## src/rtl/nabp_processing_data_path_if.sv

```systemverilog
// Bus bundle between the processing data path (initiator) and its host/RAM
// side.
//   master : used by nabp_processing_data_path.
//            It drives the RAM addresses, the PE strobe/taps and the status.
//   slave  : used by the host / filtered RAM side.
//            It drives start, the fixed-point s inputs and the RAM data.
// Signals:
//   start, s_base, s_scan_step, s_line_step  : line request and s geometry
//   busy, done, scan_itr                     : status
//   pv0_s_val/pv0_val, pv1_s_val/pv1_val     : two filtered-RAM read ports
//   pe_en, pe_taps                           : tap word presented to the PEs
interface nabp_processing_data_path_if #(
  parameter int pImageSize          = 256,
  parameter int pNoOfPartitions     = 4,
  parameter int pSLength            = 9,
  parameter int pFilteredDataLength = 12,
  parameter int pFracBits           = 8
);
  localparam int pAccLength = pSLength + pFracBits + 1;
  localparam int SCAN_W     = $clog2(pImageSize);

  logic                                           start;
  logic signed [pAccLength-1:0]                   s_base;
  logic signed [pAccLength-1:0]                   s_scan_step;
  logic signed [pAccLength-1:0]                   s_line_step;
  logic                                           busy;
  logic                                           done;
  logic [pSLength-1:0]                            pv0_s_val;
  logic [pFilteredDataLength-1:0]                 pv0_val;
  logic [pSLength-1:0]                            pv1_s_val;
  logic [pFilteredDataLength-1:0]                 pv1_val;
  logic                                           pe_en;
  logic [pFilteredDataLength*pNoOfPartitions-1:0] pe_taps;
  logic [SCAN_W-1:0]                              scan_itr;

  modport master (
    input  start, s_base, s_scan_step, s_line_step, pv0_val, pv1_val,
    output busy, done, pv0_s_val, pv1_s_val, pe_en, pe_taps, scan_itr
  );

  modport slave (
    output start, s_base, s_scan_step, s_line_step, pv0_val, pv1_val,
    input  busy, done, pv0_s_val, pv1_s_val, pe_en, pe_taps, scan_itr
  );
endinterface

```

## src/rtl/nabp_processing_data_path.sv

```systemverilog
// Filtered-RAM read initiator for the processing swappables.
// For one angle/line iteration it walks pImageSize scan steps.
// At each step it:
//   - computes the rounded projection index s of every partition;
//   - reads even partitions through pv0 and odd partitions through pv1;
//   - collects the returned samples into a tap word;
//   - presents that word to the PEs with a one-cycle pe_en strobe.
// Ports:
//   clk    : clock
//   reset  : asynchronous, active-high reset
//   bus    : nabp_processing_data_path_if.master
//            (start/s_* in, busy/done/scan_itr out,
//             pv0/pv1 address out and data in, pe_en/pe_taps out)
module nabp_processing_data_path #(
  parameter int pImageSize          = 256,
  parameter int pNoOfPartitions     = 4,
  parameter int pSLength            = 9,
  parameter int pProjectionLineSize = 367,
  parameter int pFilteredDataLength = 12,
  parameter int pFracBits           = 8
) (
  input  logic                            clk,
  input  logic                            reset,
  nabp_processing_data_path_if.master     bus
);
  localparam int ACC_W  = pSLength + pFracBits + 1;
  localparam int W      = pFilteredDataLength;
  localparam int H      = pNoOfPartitions / 2;
  localparam int K_W    = (H > 1) ? $clog2(H) : 1;
  localparam int SCAN_W = $clog2(pImageSize);
  localparam logic signed [ACC_W-1:0] S_MAX = ACC_W'(pProjectionLineSize - 1);
  localparam logic signed [ACC_W-1:0] HALF  = ACC_W'(1 << (pFracBits - 1));

  typedef enum logic [2:0] {IDLE, FETCH, WAIT, PRESENT, DONE} state_t;

  // floor(a + 0.5): add half an LSB of the integer part, then arithmetic shift
  function automatic logic signed [ACC_W-1:0] round_s(input logic signed [ACC_W-1:0] a);
    logic signed [ACC_W-1:0] t;
    t = a + HALF;
    return t >>> pFracBits;
  endfunction

  function automatic logic in_range(input logic signed [ACC_W-1:0] a);
    logic signed [ACC_W-1:0] s;
    s = round_s(a);
    return (s >= 0) && (s <= S_MAX);
  endfunction

  // Out-of-range s reads address 0; the matching tap is zeroed at capture
  function automatic logic [pSLength-1:0] to_addr(input logic signed [ACC_W-1:0] a);
    logic signed [ACC_W-1:0] s;
    s = round_s(a);
    return in_range(a) ? s[pSLength-1:0] : '0;
  endfunction

  state_t                  state_q;
  logic signed [ACC_W-1:0] s_row_q, scan_step_q, line_step_q;
  logic signed [ACC_W-1:0] a0_q, a1_q, a0_d, a1_d, two_line;
  logic                    load_acc;
  logic [K_W-1:0]          k_q;
  logic [SCAN_W-1:0]       scan_itr_q;
  logic                    busy_q, done_q, pe_en_q;
  logic [pSLength-1:0]     pv0_q, pv1_q;
  logic                    ok0_q, ok1_q;
  logic                    fetch_vld_p1, ok0_p1, ok1_p1;
  logic [K_W-1:0]          k_p1;
  logic [K_W:0]            idx_e, idx_o;
  logic [W-1:0]            stg_q [pNoOfPartitions];
  logic [W-1:0]            stg_d [pNoOfPartitions];
  logic [W-1:0]            taps_q [pNoOfPartitions];

  assign two_line = line_step_q <<< 1;
  assign idx_e    = {k_p1, 1'b0};
  assign idx_o    = {k_p1, 1'b1};

  // Accumulator next values.
  // Partition pairs are walked incrementally, so no multipliers are needed.
  always_comb begin
    a0_d     = a0_q;
    a1_d     = a1_q;
    load_acc = 1'b0;
    case (state_q)
      IDLE: if (bus.start) begin
        a0_d     = bus.s_base;
        a1_d     = bus.s_base + bus.s_line_step;
        load_acc = 1'b1;
      end
      FETCH: if (k_q != K_W'(H - 1)) begin
        a0_d     = a0_q + two_line;
        a1_d     = a1_q + two_line;
        load_acc = 1'b1;
      end
      PRESENT: if (scan_itr_q != SCAN_W'(pImageSize - 1)) begin
        a0_d     = s_row_q + scan_step_q;
        a1_d     = a0_d + line_step_q;
        load_acc = 1'b1;
      end
      default: ;
    endcase
  end

  // RAM data seen this cycle belongs to the pair addressed last cycle
  always_comb begin
    for (int i = 0; i < pNoOfPartitions; i++) stg_d[i] = stg_q[i];
    if (fetch_vld_p1) begin
      stg_d[idx_e] = ok0_p1 ? bus.pv0_val : '0;
      stg_d[idx_o] = ok1_p1 ? bus.pv1_val : '0;
    end
  end

  always_ff @(posedge clk or posedge reset) begin
    if (reset) begin
      state_q      <= IDLE;
      s_row_q      <= '0;
      scan_step_q  <= '0;
      line_step_q  <= '0;
      a0_q         <= '0;
      a1_q         <= '0;
      k_q          <= '0;
      scan_itr_q   <= '0;
      busy_q       <= 1'b0;
      done_q       <= 1'b0;
      pe_en_q      <= 1'b0;
      pv0_q        <= '0;
      pv1_q        <= '0;
      ok0_q        <= 1'b0;
      ok1_q        <= 1'b0;
      fetch_vld_p1 <= 1'b0;
      ok0_p1       <= 1'b0;
      ok1_p1       <= 1'b0;
      k_p1         <= '0;
      for (int i = 0; i < pNoOfPartitions; i++) begin
        stg_q[i]  <= '0;
        taps_q[i] <= '0;
      end
    end else begin
      // Stage p1: address-side tags delayed to line up with RAM data
      fetch_vld_p1 <= (state_q == FETCH);
      k_p1         <= k_q;
      ok0_p1       <= ok0_q;
      ok1_p1       <= ok1_q;
      for (int i = 0; i < pNoOfPartitions; i++) stg_q[i] <= stg_d[i];

      done_q  <= 1'b0;
      pe_en_q <= 1'b0;

      if (load_acc) begin
        a0_q  <= a0_d;
        a1_q  <= a1_d;
        pv0_q <= to_addr(a0_d);
        pv1_q <= to_addr(a1_d);
        ok0_q <= in_range(a0_d);
        ok1_q <= in_range(a1_d);
      end

      case (state_q)
        IDLE: if (bus.start) begin
          s_row_q     <= bus.s_base;
          scan_step_q <= bus.s_scan_step;
          line_step_q <= bus.s_line_step;
          k_q         <= '0;
          scan_itr_q  <= '0;
          busy_q      <= 1'b1;
          state_q     <= FETCH;
        end
        FETCH: begin
          if (k_q == K_W'(H - 1)) state_q <= WAIT;
          else                    k_q     <= k_q + K_W'(1);
        end
        WAIT: begin
          // stg_d already holds the final pair arriving this cycle
          for (int i = 0; i < pNoOfPartitions; i++) taps_q[i] <= stg_d[i];
          pe_en_q <= 1'b1;
          state_q <= PRESENT;
        end
        PRESENT: begin
          if (scan_itr_q == SCAN_W'(pImageSize - 1)) begin
            done_q  <= 1'b1;
            state_q <= DONE;
          end else begin
            s_row_q    <= s_row_q + scan_step_q;
            scan_itr_q <= scan_itr_q + SCAN_W'(1);
            k_q        <= '0;
            state_q    <= FETCH;
          end
        end
        DONE: begin
          busy_q  <= 1'b0;
          state_q <= IDLE;
        end
        default: state_q <= IDLE;
      endcase
    end
  end

  assign bus.busy      = busy_q;
  assign bus.done      = done_q;
  assign bus.pe_en     = pe_en_q;
  assign bus.pv0_s_val = pv0_q;
  assign bus.pv1_s_val = pv1_q;
  assign bus.scan_itr  = scan_itr_q;

  for (genvar i = 0; i < pNoOfPartitions; i++) begin : g_taps
    assign bus.pe_taps[i*W +: W] = taps_q[i];
  end
endmodule
```

## src/flat_wrapper.sv

```systemverilog
// flat-port wrapper written by rule: the top's interface ports become plain ports
module nabp_processing_data_path_flat 
#(
  parameter int pImageSize          = 256,
  parameter int pNoOfPartitions     = 4,
  parameter int pSLength            = 9,
  parameter int pProjectionLineSize = 367,
  parameter int pFilteredDataLength = 12,
  parameter int pFracBits           = 8
)
  (clk, reset, bus_start, bus_s_base, bus_s_scan_step, bus_s_line_step, bus_pv0_val, bus_pv1_val, bus_busy, bus_done, bus_pv0_s_val, bus_pv1_s_val, bus_pe_en, bus_pe_taps, bus_scan_itr);
  nabp_processing_data_path_if #(.pImageSize(pImageSize), .pNoOfPartitions(pNoOfPartitions), .pSLength(pSLength), .pFilteredDataLength(pFilteredDataLength), .pFracBits(pFracBits)) bus_i ();
  input  logic clk;
  input  logic reset;
  input wire logic [$bits(bus_i.start)-1:0] bus_start;
  input wire logic [$bits(bus_i.s_base)-1:0] bus_s_base;
  input wire logic [$bits(bus_i.s_scan_step)-1:0] bus_s_scan_step;
  input wire logic [$bits(bus_i.s_line_step)-1:0] bus_s_line_step;
  input wire logic [$bits(bus_i.pv0_val)-1:0] bus_pv0_val;
  input wire logic [$bits(bus_i.pv1_val)-1:0] bus_pv1_val;
  output wire logic [$bits(bus_i.busy)-1:0] bus_busy;
  output wire logic [$bits(bus_i.done)-1:0] bus_done;
  output wire logic [$bits(bus_i.pv0_s_val)-1:0] bus_pv0_s_val;
  output wire logic [$bits(bus_i.pv1_s_val)-1:0] bus_pv1_s_val;
  output wire logic [$bits(bus_i.pe_en)-1:0] bus_pe_en;
  output wire logic [$bits(bus_i.pe_taps)-1:0] bus_pe_taps;
  output wire logic [$bits(bus_i.scan_itr)-1:0] bus_scan_itr;
  assign bus_i.start = bus_start;
  assign bus_i.s_base = bus_s_base;
  assign bus_i.s_scan_step = bus_s_scan_step;
  assign bus_i.s_line_step = bus_s_line_step;
  assign bus_i.pv0_val = bus_pv0_val;
  assign bus_i.pv1_val = bus_pv1_val;
  assign bus_busy = bus_i.busy;
  assign bus_done = bus_i.done;
  assign bus_pv0_s_val = bus_i.pv0_s_val;
  assign bus_pv1_s_val = bus_i.pv1_s_val;
  assign bus_pe_en = bus_i.pe_en;
  assign bus_pe_taps = bus_i.pe_taps;
  assign bus_scan_itr = bus_i.scan_itr;
  nabp_processing_data_path #(.pImageSize(pImageSize), .pNoOfPartitions(pNoOfPartitions), .pSLength(pSLength), .pProjectionLineSize(pProjectionLineSize), .pFilteredDataLength(pFilteredDataLength), .pFracBits(pFracBits)) u_core (.clk(clk), .reset(reset), .bus(bus_i));
endmodule
```

## config.mk

```make
export PLATFORM = sky130hd
export DESIGN_NAME = nabp_processing_data_path_flat
export DESIGN_NICKNAME = d
export VERILOG_FILES = /design/src/rtl/nabp_processing_data_path_if.sv /design/src/rtl/nabp_processing_data_path.sv /design/src/flat_wrapper.sv
export SDC_FILE = /design/constraint.sdc
export NUM_CORES = 1
export LEC_CHECK = 0
export CAP_MARGIN = 5
export CORE_MARGIN = 3
export CORE_UTILIZATION = 50
export DETAILED_ROUTE_END_ITERATION = 10
export PLACE_DENSITY = 0.81
export SLEW_MARGIN = 15
export SYNTH_ARGS = -nofsm -noshare
export SYNTH_HDL_FRONTEND = slang
export SYNTH_SLANG_ARGS = --single-unit
```

## constraint.sdc

```tcl
create_clock -name clk -period 10.5 [get_ports clk]
set_clock_uncertainty 0.05 [all_clocks]
set_input_delay 2.1 -clock clk [delete_from_list [all_inputs] [get_ports clk]]
set_output_delay 2.1 -clock clk [all_outputs]
set_load 0.01 [all_outputs]
```

==> results.md, run 1 <==
* Crit-path leading delay family: simple AND/OR/NAND/NOR gates
* Synth Area in Compound Gates at 0.210
* Share of cells above drive strength 1 at 0.0837
* Initial Util at 0.512
* CTS buffer count at 25
* Crit-path max cell delay at 0.71 ns
* Rows at 61
* Critical path fanouts, max at 45
* Mux cell area share after synthesis at 0.0574
* Setup crit end: u_core.bus.pv1_s_val[8]
* Vias in the first global route at 12600
* Worst r2r dst: u_core.bus.pv1_s_val[3]
* Fmax at 0.160 GHz
* Setup slack after layout at 4.25 ns
* Clock-pin slew on the worst setup and hold paths at 0.06 ns
* Hold crit path type: flop to flop
* Post-synthesis xor/xnor area fraction at 0.0416
* Endpoints failing setup at 0
* Post-Route WL at 41.6 mm
* Post-Place Worst Slack at 3.73 ns
* Cts repair resizes at 0
* Setup CP Type: input pin to flop
* Synth Cell Area at 0.0143 sq mm
* Setup repair bufs after CTS at 0
* Largest family of logic cells by synthesized area: compound AO/OA/AOI/OAI gates
* Cts hold-fix bufs at 0
* Post-synth top cells: 288 x nand2_1, 223 x dfrtp_1, 113 x o21ai_0, 106 x a21oi_1, 89 x nor2_1
* R2R Path Start: u_core.scan_step_q[0]
* Top post-synthesis cells by area: dfrtp_1 39%, nand2_1 7.5%, ha_1 7.4%
* Register area share after synthesis at 0.389
* Fillcell total at 2335
* Total negative setup slack at 0 ns
* Final count of pins violating max slew at 0
* Number of flops mapped to enable cells by yosys at 0
* LEAKAGE at 0.00776 uW
* First-pass GRT wire length at 66.3 mm
* Cell variety after synth at 100
* Largest net degree at the start of global routing at 107
* Crit path DAT at 6.64 ns
* Most frequent cell after synthesis: nand2_1
* Worst Setup Start Kind: input pin
* Clock Tree Root: clkbuf_16
* Async SR Flop Fraction at 1.00
* Prevailing post-synth register cell: dfrtp_1
* Final hold viol count at 0
* Syn Inst Count at 1567
* Drt first pass iters at 8
* Number of cells after detailed placement at 2041
* Flop and latch count out of synthesis at 223
* P per Cell Area at 246 mW/mm^2
* IO Pins at 158
* Post-synthesis adder-cell area fraction at 0.0812
* Fin crit period at 6.25 ns
* Crit path from: bus_start
* Flop-to-flop setup slack at 4.90 ns
* GRT overflow at 0
* RSZ-0062 raised after global routing: no
* Post-DP HPWL at 30.4 mm
* Initial antenna violation count at 1
* Antenna cells at 0
* Syn_nets at 1738
* Post-synth top area share at 0.389
* Worst slew margin at 0.261
* Worst Reg-to-Reg Cells at 19
* Post-DP Area at 0.0161 sq mm
* Maximum vdd drop at 0.180 mV
* Post-Synth Simple-Gate Area at 0.184
* Buffer depth of the longest clock path at 3
* Worst Tran Pin Value at 1.10 ns
* Clk_lat worst skew at 0.55 ns
* Synth warn at 0
* Wirelength per Cell at 19.9 um
* Iter 0 DRT Violations at 1280
* Max-cap check violation count at 0
* Slowest stage cell, crit path: nor3_4
* Port Buffers at 157
* Critical Path, Cell by Cell: clkdlybuf4s50_1 -> nor4b_4 -> buf_4 -> nor3_4 -> buf_4 -> a21o_1 -> a21oi_1 -> nand3_1 -> ha_1 -> o311ai_0 -> a211oi_1 -> nand3_1 -> nor4_4 -> o21ai_2 -> o41ai_2
* Die Y at 175 um
* Die width at 175 um
* Fin crit share at 0.596
* Die ar. at 0.0307 sq mm
* H-tree levels at 1
* Clock Sinks at 223
* Post-route DRC at 0
* Syn avg cell area at 9.14 sq um
* Top cell type by total area after synthesis: dfrtp_1
* Core area at 0.0280 sq mm
* TritonCTS clock tree: yes
* GRT Total Usage at 0.265
* Final instance area at 0.0170 sq mm
* CP required at 10.89 ns
* Via count at 12900
* Critical path buffer and inverter count at 3
* Vias/cell at 6.18
* Final ANT Viol Nets at 0
* Synth-to-layout area growth at 18.7%
* Nets at 1861
* GPL Wtd Cong at 0.978
* Crit. End Element: flop
* Fin cells at 2086
* CP Depth at 15
* Status: completed
sequential cells by signal (all words and copies together), names as in the netlist:
signal                count
u_core.state_q            3
u_core.bus.busy           1
u_core.s_row_q           18
u_core.ok1_q              1
u_core.scan_step_q       18
u_core.bus.scan_itr       8
u_core.ok0_q              1
u_core.ok1_p1             1
u_core.a0_q              17
u_core.bus.pe_en          1
u_core.bus.pe_taps       48
u_core.k_p1               1
u_core.k_q                1
u_core.ok0_p1             1
u_core.a1_q              17
u_core.bus.pv1_s_val      9
u_core.bus.pv0_s_val      9
u_core.stg_q             48
u_core.fetch_vld_p1       1
u_core.bus.done           1
u_core.line_step_q       18
cells by family (layout without fill, tap and decap cells):
kind of cell | after synthesis | in the layout
multiplexers | 76 | 76
flip-flops | 223 | 223
buffers and inverters | 105 | 246
XOR/XNOR | 68 | 68
AO/OA/AOI/OAI | 440 | 440
adder cells (fa/ha/maj) | 90 | 90
AND/OR/NAND/NOR | 565 | 565
how the worst min path moves through the flow:
stage,from,to,slack [ns],depth (start not counted)
after floorplan,u_core.ok0_q,u_core.ok0_p1,0.30,0
after global placement,u_core.ok0_q,u_core.ok0_p1,0.32,0
after detailed placement,u_core.ok0_q,u_core.ok0_p1,0.32,0
after CTS,u_core.ok0_q,u_core.ok0_p1,0.34,0
after global routing,u_core.ok0_q,u_core.ok0_p1,0.35,0
final,u_core.ok0_q,u_core.ok0_p1,0.34,0
layout by cell type (no fill, tap or decap), types with 25 or more instances in the layout:
cell type	count
a21o_1	45
a21oi_1	106
clkbuf_16	25
clkdlybuf4s50_1	157
dfrtp_1	223
ha_1	85
inv_1	27
mux2_2	49
mux2i_1	27
nand2_1	288
nand3_1	38
nor2_1	87
o21ai_0	113
xnor2_1	34
xor2_1	34
per-stage QoR:
| stage | power [uW] | hold WS, ns | utilization |
|---|---|---|---|
| 6_report | 4190 | 0.337 | 0.607 |
| 5_1_grt | 4450 | 0.353 | 0.607 |
| 4_1_cts | 4170 | 0.336 | 0.607 |
| 3_5_place_dp | 3210 | 0.322 | 0.575 |
| 3_3_place_gp | 3150 | 0.318 | 0.575 |
| 2_1_floorplan | 2610 | 0.304 | - |
layout make-up:
| class | instances | area (sq um) | share of cell area |
|---|---|---|---|
| well taps | 378 | 473 | 0.0278 |
| repair buffers | 173 | 1690 | 0.0994 |
| inverters | 28 | 113 | 0.00662 |
| clock buffers | 34 | 709 | 0.0417 |
| clock inverters | 11 | 183 | 0.0107 |
| multi-input cells | 1239 | 8260 | 0.486 |
| flip-flops and latches | 223 | 5580 | 0.328 |
worst register-to-register path, delay by kind of cell, from the launching register on:
family | cells | cell delay (ns)
buffers and inverters | 1 | 0.24
AO/OA/AOI/OAI | 7 | 2.12
flip-flops | 1 | 0.38
adder cells (fa/ha/maj) | 3 | 1.03
AND/OR/NAND/NOR | 6 | 1.07
XOR/XNOR | 2 | 0.55
routing by layer:
metal | wire length [um] | GRT usage | up-vias
li1 | - | - | 5964
met5 | 0 | 0 | -
met4 | 1200 | 0.0738 | 0
met1 | 17100 | 0.359 | 6252
met3 | 3810 | 0.0463 | 100
met2 | 19500 | 0.439 | 576
report_power, final:
group	switching, uW	total, uW	internal [uW]
logic	1150	1990	842
clock network	367	942	575
registers	161	1260	1100
total	1680	4190	2520
Power figures use the tool's default switching activity.
==> run 2, diff against run 1 <==
PLACE_DENSITY = 0.84   (was 0.81)
clock period = 5.5 ns   (was 10.5 ns; I/O delays follow)
==> run 2 against run 1 <==
Sequential share of layout area decreased by 0.21 points. Clock power is 84% higher. First-iteration DRC count grew 5.6%. Register-to-register slack worse by 4.6 ns. Non-clock buffer count is 16 higher. Final cell count up 0.77%. Clock-buffer cell count rose by 1. Power up 91%. Hold slack got worse by 0.0021 ns. Combinational power grew 94%. Critical path type is now flop to flop.
==> results.md, run 2 (synthesis gave the netlist of run 1 again) <==
* Status: completed
* Fillcell total at 2314
* Final ANT Viol Nets at 0
* Share of cells above drive strength 1 at 0.0934
* Number of cells after detailed placement at 2056
* Worst slew margin at 0.390
* RSZ-0062 raised after global routing: no
* FF+latch area at 0.00558 sq mm
* Clock-pin slew on the worst setup and hold paths at 0.06 ns
* Die ar. at 0.0307 sq mm
* Fin cells at 2102
* Crit path DAT at 5.61 ns
* Worst r2r dst: u_core.bus.pv1_s_val[3]
* Worst Tran Pin Value at 0.891 ns
* Initial antenna violation count at 1
* Crit. End Element: flop
* LEAKAGE at 0.00782 uW
* Setup CP Type: flop to flop
* Iter 0 DRT Violations at 1352
* GRT Total Usage at 0.268
* H-tree levels at 1
* Clock Sinks at 223
* Most common cell after layout, fill and taps aside: nand2_1
* Endpoints failing setup at 0
* First-pass GRT wire length at 66.8 mm
* GPL Wtd Cong at 0.953
* Synth-to-layout area growth at 19.5%
* Crit path top cell by count: xnor2_1
* Post-route DRC at 0
* Final count of pins violating max slew at 0
* Hold crit path type: flop to flop
* GRT overflow at 0
* Worst Hold Path EP: u_core.ok0_p1
* Largest net degree at the start of global routing at 172
* P per Cell Area at 468 mW/mm^2
* R2R Path Start: u_core.scan_step_q[0]
* TritonCTS clock tree: yes
* Die width at 175 um
* Nets at 1877
* Net Sw Frac at 0.403
* Flop-to-flop setup slack at 0.30 ns
* Fin crit period at 5.20 ns
* Final hold viol count at 0
* Maximum vdd drop at 0.294 mV
* Vias/cell at 6.16
* Flop pwr share at 0.301
* Fmax at 0.192 GHz
* Critical path fanouts, max at 8
* Rows at 61
* Commonest cells after routing, fill and taps aside: 288 x nand2_1, 223 x dfrtp_1, 157 x clkdlybuf4s50_1
* Clock power share at 0.217
* Initial Util at 0.512
* Worst hold start: u_core.ok0_q
* Port Buffers at 157
* CTS buffer count at 25
* Total negative setup slack at 0 ns
* Via count at 12900
* Worst Reg-to-Reg Cells at 21
* Antenna cells at 0
* Internal at 4780 uW
* Crit-path max cell delay at 0.42 ns
* Post-Route WL at 42.1 mm
* Post-DP HPWL at 30.2 mm
* Critical Path, Cell by Cell: ha_1 -> fa_1 -> a21o_1 -> a221o_2 -> a211o_1 -> a21oi_2 -> inv_1 -> a21oi_1 -> xnor2_1 -> ha_1 -> a41o_1 -> a21oi_1 -> o31a_1 -> o21ai_0 -> xnor2_1 -> xnor2_1 -> a221o_2 -> nor3_1 -> a211oi_4 -> buf_4 -> a22oi_1
* Cts hold-fix bufs at 0
* Clk_lat worst skew at 0.54 ns
* Net Switching at 3230 uW
* Footprint of the multi-input gates at 0.00828 sq mm
* CP required at 5.90 ns
* Vias in the first global route at 12700
* Comb power frac at 0.482
* Drt first pass iters at 6
* Clock Tree Root: clkbuf_16
* Max-cap check violation count at 0
* Core area at 0.0280 sq mm
* Worst Setup Start Kind: flop
* Buffer depth of the longest clock path at 3
* IO Pins at 158
* Wirelength per Cell at 20.0 um
* Hold path depth at 0
* Fin crit share at 0.946
* Slowest stage cell, crit path: a221o_2
* Die Y at 175 um
==> run 2: cell count changes in the layout (fill, tap and decap cells not counted), sizes merged <==
cell      change
clkinv        -1
bufinv        -1
clkbuf        +1
buf          +16
inv           -1
clkinvlp      +2
==> run 2: cell type report <==
class                      count  share of cell area
multi-input combinational   1239               0.484
clock inverter                10             0.00818
inverter                      28             0.00636
clock buffer                  35              0.0411
sequential                   223               0.326
timing repair buffer         189               0.107
tap                          378              0.0276
==> run 2: timing repair <==
| item | in CTS | in global routing |
|---|---|---|
| buffers inserted | 0 | 1 |
| hold endpoints to repair | 0 | 0 |
| resized for setup | 0 | 4 |
| setup endpoints to repair | 0 | 10 |
==> run 2: critical path: cells and delay by family, from the launching register on <==
kind	cells	cell delay (ns)
buffers and inverters	2	0.24
adders and majority gates	3	0.97
and+or+nand+nor	1	0.42
AOI/OAI and AO/OA	12	2.62
DFF	1	0.39
xor gates and xnor gates	3	0.43
==> run 2: worst max path at each step <==
stage	startpoint	to	slack [ns]	depth (start not counted)
global route	u_core.scan_step_q[0]	u_core.bus.pv1_s_val[3]	0.006	21
finish	u_core.scan_step_q[0]	u_core.bus.pv1_s_val[3]	0.30	21
global placement	u_core.scan_step_q[0]	u_core.bus.pv1_s_val[8]	0.38	18
floorplan	u_core.scan_step_q[0]	u_core.bus.pv1_s_val[8]	0.78	20
detailed placement	u_core.scan_step_q[0]	u_core.bus.pv1_s_val[8]	0.22	20
CTS	u_core.scan_step_q[0]	u_core.bus.pv1_s_val[8]	0.22	20
==> run 2: power by group through the flow <==
stage | logic (uW) | clock network [uW] | registers, uW
after floorplan | 2580 | 0 | 2400
after global placement | 3650 | 0 | 2400
after global routing | 4220 | 1830 | 2460
after detailed placement | 3740 | 0 | 2430
final | 3860 | 1730 | 2410
after CTS | 3790 | 1760 | 2410
==> run 2: per-stage QoR <==
stage                     setup slack, ns  hold WS (ns)  total power, uW  utilization  instance area, sq um
after floorplan                     0.783         0.304             4980            -                 14300
after global placement              0.379         0.316             6050        0.580                 16300
after detailed placement            0.219         0.321             6160        0.580                 16300
after CTS                           0.222         0.334             7950        0.610                 17100
after global routing              0.00648         0.336             8510        0.611                 17100
final                               0.295         0.334             8010        0.611                 17100
==> run 2: metal layers <==
metal,track usage,vias to the layer above,wire length (um)
met5,0,-,13
met4,0.0778,2,1140
met3,0.0571,101,3940
met2,0.457,603,20100
met1,0.344,6269,16900
li1,-,5974,-
==> run 3, diff against run 2 <==
ABC_CLOCK_PERIOD_IN_PS = 5500   (was not set)
CTS_CLUSTER_DIAMETER = 50   (was not set)
==> run 3 against run 2 <==
Sequential share of layout area decreased by 0.41 points. Critical path depth decreased by 1. Sequential power about the same.
==> results.md, run 3 (synthesis gave the netlist of run 1 again) <==
* Net Sw Frac at 0.404
* Vias in the first global route at 12900
* Cts hold-fix bufs at 0
* Worst Hold Path EP: u_core.ok0_p1
* TritonCTS clock tree: yes
* GPL Wtd Cong at 0.953
* Share of cells above drive strength 1 at 0.102
* Rows at 61
* Final count of pins violating max slew at 0
* Final instance area at 0.0173 sq mm
* RSZ-0062 raised after global routing: no
* Iter 0 DRT Violations at 1324
* Worst hold start: u_core.ok0_q
* Fin crit period at 5.22 ns
* Antenna cells at 0
* H-tree levels at 1
* GRT Total Usage at 0.269
* Clock power share at 0.240
* Final hold viol count at 0
* Met2 Usage GRT at 0.461
* Worst Tran Pin Value at 0.907 ns
* Most Crowded Layer GR: met2
* IO Pins at 158
* Clock Tree Root: clkbuf_16
* Setup CP Type: flop to flop
* Clk_lat worst skew at 0.57 ns
* Clock Sinks at 223
* Fillcell total at 2295
* Die ar. at 0.0307 sq mm
* Crit. End Element: flop
* Die Y at 175 um
* LEAKAGE at 0.00793 uW
* Clock-pin slew on the worst setup and hold paths at 0.06 ns
* Most common cell after layout, fill and taps aside: nand2_1
* Commonest cells after routing, fill and taps aside: 288 x nand2_1, 223 x dfrtp_1, 157 x clkdlybuf4s50_1
* Post-DP Area at 0.0163 sq mm
* Nets at 1882
* Post-DP HPWL at 30.2 mm
* Internal at 4940 uW
* Grt met1 use at 0.346
* P per Cell Area at 478 mW/mm^2
* Die width at 175 um
* Total negative setup slack at 0 ns
* Cts repair resizes at 0
* Setup repair bufs after CTS at 0
* Worst Reg-to-Reg Cells at 20
* Met3 Use GR at 0.0491
* Buffer depth of the longest clock path at 3
* Flop-to-flop setup slack at 0.28 ns
* Hold path depth at 0
* R2R Path Start: u_core.scan_step_q[0]
* Largest net degree at the start of global routing at 172
* Crit path DAT at 5.64 ns
* Initial antenna violation count at 0
* Post-Route WL at 42.3 mm
* Core area at 0.0280 sq mm
* Final ANT Viol Nets at 0
* Flop pwr share at 0.291
* GRT overflow at 0
* Max-cap check violation count at 0
* Comb power frac at 0.469
* Worst r2r dst: u_core.bus.pv1_s_val[8]
* Wirelength per Cell at 20.0 um
* FF+latch area at 0.00558 sq mm
* Critical path fanouts, max at 9
* Port Buffers at 157
* Worst Setup Start Kind: flop
* Via count at 13100
* Hold crit path type: flop to flop
* Fmax at 0.192 GHz
* Synth-to-layout area growth at 21.0%
* WHS at 0.333 ns
* Vias/cell at 6.20
* Worst slew margin at 0.380
* CP required at 5.92 ns
* Status: completed
* Post-route DRC at 0
* Net Switching at 3350 uW
* Endpoints failing setup at 0
* CTS buffer count at 31
* First-pass GRT wire length at 67.3 mm
* Footprint of the multi-input gates at 0.00830 sq mm
* Maximum vdd drop at 0.383 mV
* Initial Util at 0.512
* Drt first pass iters at 8
* Fin crit share at 0.949
## run 3: final cells by class
class	instances	area share
Clock inverter	17	0.0105
Sequential cell	223	0.322
Timing Repair Buffer	188	0.105
Tap cell	378	0.0273
Clock buffer	40	0.0501
Inverter	28	0.00628
Multi-Input combinational cell	1239	0.479
## run 3: worst max path at each step
stage | start | end | slack, ns | depth (start not counted)
after floorplan | u_core.scan_step_q[0] | u_core.bus.pv1_s_val[8] | 0.78 | 20
after global placement | u_core.scan_step_q[0] | u_core.bus.pv1_s_val[8] | 0.38 | 18
after detailed placement | u_core.scan_step_q[0] | u_core.bus.pv1_s_val[8] | 0.22 | 20
after CTS | u_core.scan_step_q[0] | u_core.bus.pv1_s_val[8] | 0.22 | 20
after global routing | u_core.scan_step_q[0] | u_core.bus.pv1_s_val[3] | 0.008 | 20
final | u_core.scan_step_q[0] | u_core.bus.pv1_s_val[8] | 0.28 | 20
## run 3: layer usage
metal  vias to the layer above  share of wire
met4                         0          0.034
met1                      6325           0.40
met2                       649           0.47
li1                       6004              -
met3                       128          0.089
met5                         -              0
## run 3: stage by stage
stage                     std cells  setup WS (ns)  utilization  total power [uW]
after floorplan                1567          0.783            -              4980
after global placement         2056          0.379        0.580              6050
after detailed placement       2056          0.219        0.580              6160
after CTS                      2113          0.224        0.618              8210
after global routing           2113        0.00782        0.619              8780
final                          2113          0.280        0.619              8290
## run 3: critical path: stages, from the launching register on
cell and delay [ns]:
dfrtp_1 0.39, ha_1 0.23, fa_1 0.41, a21o_1 0.19, a221o_2 0.42, a211o_1 0.31, a21oi_2 0.21, inv_1 0.06
a21oi_1 0.18, xnor2_1 0.17, ha_2 0.35, a41o_1 0.19, a21oi_1 0.12, o31a_1 0.22, o21ai_0 0.13, xnor2_1 0.15
xnor2_1 0.12, a221o_2 0.41, nor4_4 0.32, o21ai_4 0.14, o41ai_2 0.34
## run 3: power by group through the flow
stage | Clock [uW] | Sequential [uW] | Combinational, uW
after detailed placement | 0 | 2430 | 3740
after global placement | 0 | 2400 | 3650
after CTS | 2010 | 2410 | 3790
after global routing | 2070 | 2460 | 4250
after floorplan | 0 | 2400 | 2580
final | 1990 | 2410 | 3890
